`src/rtl/misr_reg.sv`:
```
// Multiple-input signature register: shift left, fold in polynomial on MSB, XOR data.
module misr_reg #(
    parameter int unsigned          SIG_WIDTH = 16,
    parameter logic [SIG_WIDTH-1:0] SIG_POLY  = 16'h1021,
    parameter logic [SIG_WIDTH-1:0] SIG_SEED  = 16'hFFFF
) (
    input  logic                 clk,
    input  logic                 rst_n,
    input  logic                 init,
    input  logic                 en,
    input  logic [SIG_WIDTH-1:0] data_in,
    output logic [SIG_WIDTH-1:0] sig
);

    logic [SIG_WIDTH-1:0] sig_q, sig_d;

    always_comb begin
        sig_d = sig_q;
        if (init) begin
            sig_d = SIG_SEED;
        end else if (en) begin
            sig_d = {sig_q[SIG_WIDTH-2:0], 1'b0}
                  ^ (sig_q[SIG_WIDTH-1] ? SIG_POLY : '0)
                  ^ data_in;
        end
    end

    always_ff @(posedge clk or negedge rst_n) begin
        if (!rst_n) begin
            sig_q <= SIG_SEED;
        end else begin
            sig_q <= sig_d;
        end
    end

    assign sig = sig_q;

endmodule

```
`config.mk`:
```
export PLATFORM = sky130hd
export DESIGN_NAME = misr_reg
export DESIGN_NICKNAME = d
export VERILOG_FILES = /design/src/rtl/misr_reg.sv
export SDC_FILE = /design/constraint.sdc
export NUM_CORES = 1
export LEC_CHECK = 0
export CAP_MARGIN = 10
export CORE_MARGIN = 1
export CORE_UTILIZATION = 35
export CTS_CLUSTER_DIAMETER = 40
export DETAILED_ROUTE_END_ITERATION = 10
export PLACE_DENSITY = 0.68
export SLEW_MARGIN = 30
export SYNTH_ARGS = -nofsm -noshare
export SYNTH_HDL_FRONTEND = slang
export SYNTH_SLANG_ARGS = --single-unit
```
`constraint.sdc`:
```
create_clock -name clk -period 3.5 [get_ports clk]
set_input_delay 0.525 -clock clk [delete_from_list [all_inputs] [get_ports clk]]
set_output_delay 0.525 -clock clk [all_outputs]
set_load 0.005 [all_outputs]
```
After elaboration in Yosys (flattened, before gate mapping). Cells that the tools add are included.

Bitwise gates (word level): 2. Reductions and logical operators: 1. Multiplexer cells: 3.

Operators by type and width (count): 16-bit 2-to-1 mux (2); 16-bit by 13-bit XOR with 16-bit output (1); 16-bit XOR (1); 13-bit 2-to-1 mux (1); 2-bit nonzero test (1).

Bits in registers: 16. Input port bits: 20. Output and inout port bits: 16. Word-level logic and storage cells: 7.

Depth between registers and ports, before layout.
Word-level depth: 5. Mapped depth: 3. Mapped depth without buffers: 2.

Worst setup path after synthesis. Ideal clock, no wire load.

Path type: reg2reg. From: reg sig_q[15] (netlist: sig[15]). To: reg sig_q[5] (netlist: sig[5]). Arrival: 1.241 ns. Library setup time: 0.082 ns. Setup slack: 2.177 ns. Stages on the path, launching flop included: 3. Data required time: 3.418 ns. Cell sequence: dfstp_2 xor3_1 a211o_1.

Word-level cells in the longest chain between the ends: 5.

Ends and longest elaborated chain: from (decl) (line 15) `logic [SIG_WIDTH-1:0] sig_q, sig_d;`; from (signal assigned) (line 32) `sig_q <= sig_d;`; 13-bit 2-to-1 mux (line 23) `^ (sig_q[SIG_WIDTH-1] ? SIG_POLY : '0)`; 16-bit by 13-bit XOR with 16-bit output (line 23); 16-bit XOR (line 24) `^ data_in;`; 16-bit 2-to-1 mux (line 21) `end else if (en) begin`; 16-bit 2-to-1 mux (line 19) `if (init) begin`.

No other way between the ends. The select of a mux whose other input is x is not followed. A chain may end at the register's enable or synchronous reset.

Worst setup path in the final report.
From: reg sig_q[15] (netlist: sig[15]). To: out sig[15].

RTL lines: to (decl) (line 12) `output logic [SIG_WIDTH-1:0] sig`.

No word-level cell between the ends.

==> metrics <==
Combinational Power Share=between 20% and 30%; Sw Share=23.6%; CTS resizes=0; final hold vios=0; Cell Chain, Critical Path=clkdlybuf4s50_1; post-CTS repair timing setup buffer count=0; Peak VDD IR=about 0.23 mV; Post-DRT Antenna Nets=0; grt total ovfl=0; n_diodes=0; Syn Std Cell Area=856 um2; crit-path leading delay family=flip-flops; Async S/R FF share, synth=100%; Worst Tran Pin Value=between 0.7 and 0.8 ns; hold path depth=2; Critical Path Source=sig[15]$_DFFE_PN1P_; fin crit period=1.92 ns; clock transition at the registers of the reported paths=0.08 ns; CP Launch Type=register; Max Cap Violations=0; hold_sp=sig[1]$_DFFE_PN1P_; I/O pin total=36; CTS tree=done; status=complete, no violations; die width=51.5 um; initial antenna violation count=0; number of port buffers=35; Leak=0.504 nW; design area=roughly 1200 um2; max-slew violations=0; worst r2r path cells=2; max reg flops=16; Hold Crit Class=reg2reg; Final setup viols=0; dominant cell type by area after synthesis=dfstp_2; Setup WS post-layout=1.58 ns; Max H-tree Level=1; sequential area share after synthesis=49.1%; Hold Buf Count CTS=0; clk sinks=16; largest net degree at the start of global routing=33; # rows=17; clock latency on the worst-skew pair=between 0.2 and 0.3 ns; Core Area=2250 um2; Pwr Total=0.433 mW; drt first pass iters=4; Setup CP Type=reg2out; Vias=634; Req. time, crit path=2.97 ns; hpwl dp=between 1 and 1.5 mm; Post-synth EDFFs=0; #FFs+latches synth=16; reg-to-reg setup timing slack=2.11 ns; ys flop type=dfstp_2; GRT Total Usage=14.1%; Setup TNS=0 ns; Crit. End Element=output port; Seq pwr share=52.4%; Crit Path Max Fanout=5; WL per Instance=12.3 um; CP peak stage delay=around 0.6 ns; Int Power=approximately 0.33 mW; Switch Pwr=0.102 mW; CP Depth=1; Starting DRT DRC Count=6; synth unique cells=8; root buffer cell=clkbuf_4; fin crit share=54.8%; fraction of synthesized cell area taken by the top area cell type=between 40% and 50%; Fmax=0.521 GHz; # DRC=0; fill cell count=212; crit path buf inv count=1; Critical R2R Launch=sig[15]$_DFFE_PN1P_; Die Y=just over 50 um; critical path data arrival time=1.39 ns; clock skew=0.000239 ns; syn nets=89; synthesized instance count=69; top cells by area, synth=dfstp_2, a211o_1, xor2_1; RSZ-0062 raised after global routing=no; syn avg cell area=roughly 12 um2; slowest CP cell=dfstp_2; initial core utilization=38.0%; share of post-route cells with drive strength above 1=20.6%; Rel. slew slack=52.6%; first-pass GRT wire length=2.74 mm; synth warn=0; power share of the clock group=20.7%; final RePlAce weighted congestion=0.649; WL final=1.60 mm; Via-to-Cell Ratio=4.88; list of most frequent post-synthesis cells=a211o_1, dfstp_2, nor2b_1; Die Area=~2600 um2; Num CTS Buffers=3; Setup WS pre-CTS=1.27 ns; nets=approximately 120; Placed Instance Area=1220 um2; vias in the first global route=639; Clock Path Buffers=2; synthesis-to-layout area growth=44.4%; Pwr per Cell Area=350 nW/um2
-- power groups by stage --
stage	registers [mW]	clock network (mW)	logic [mW]
floorplan	0.230	0	0.0536
global route	0.230	0.106	0.126
global placement	0.230	0	0.116
CTS	0.228	0.0956	0.119
detailed placement	0.231	0	0.118
finish	0.227	0.0898	0.116
-- through the flow --
stage	std cells	util [%]	hold WS (ns)
after floorplan	69	-	0.377
after global placement	127	54.1	0.639
after detailed placement	127	54.1	0.649
after CTS	130	55.0	0.670
after global routing	130	54.8	0.693
final	130	54.8	0.664
-- logic make-up (layout without fill, tap and decap cells) --
group	count (synthesis)	count (layout)	share of synthesized area, %
and+or+nand+nor	16	16	12.0
AOI/OAI and AO/OA	16	16	16.4
DFF	16	16	49.1
xor gates and xnor gates	16	16	19.9
buffers and inverters	5	38	2.63
-- path summary, 6_finish.rpt --
path	to
setup / recovery	sig[15]
hold reg to reg	sig[2]$_DFFE_PN1P_
setup reg to reg	sig[5]$_DFFE_PN1P_
max in group asynchronous	sig[3]$_DFFE_PN1P_
hold / removal	sig[2]$_DFFE_PN1P_
min in group asynchronous	sig[10]$_DFFE_PN1P_
-- cells in the final DEF, fill, tap and decap left out --
master,n
a211o_1,16
buf_2,1
clkbuf_4,3
clkdlybuf4s50_1,34
dfstp_2,16
nor2b_1,15
nor2b_2,1
xor2_1,14
xor3_1,2
-- routing by layer --
| metal | up-vias | wire [um] | track usage [%] |
|---|---|---|---|
| li1 | 304 | - | - |
| met1 | 318 | 672 | 15.7 |
| met2 | 10 | 868 | 25.3 |
| met3 | 2 | 43 | 5.36 |
| met4 | 0 | 14 | 2.70 |
| met5 | - | 0 | 0 |
-- cell type report --
class / instances / area [um2] / area share, %
timing repair buffer: 35 / 345 / 27.9
multi-input combinational: 48 / 413 / 33.4
clock buffer: 3 / 22.5 / 1.82
sequential: 16 / 420 / 34.0
tap: 28 / 35.0 / 2.83
No activity file was read; power rests on OpenSTA's default activity.
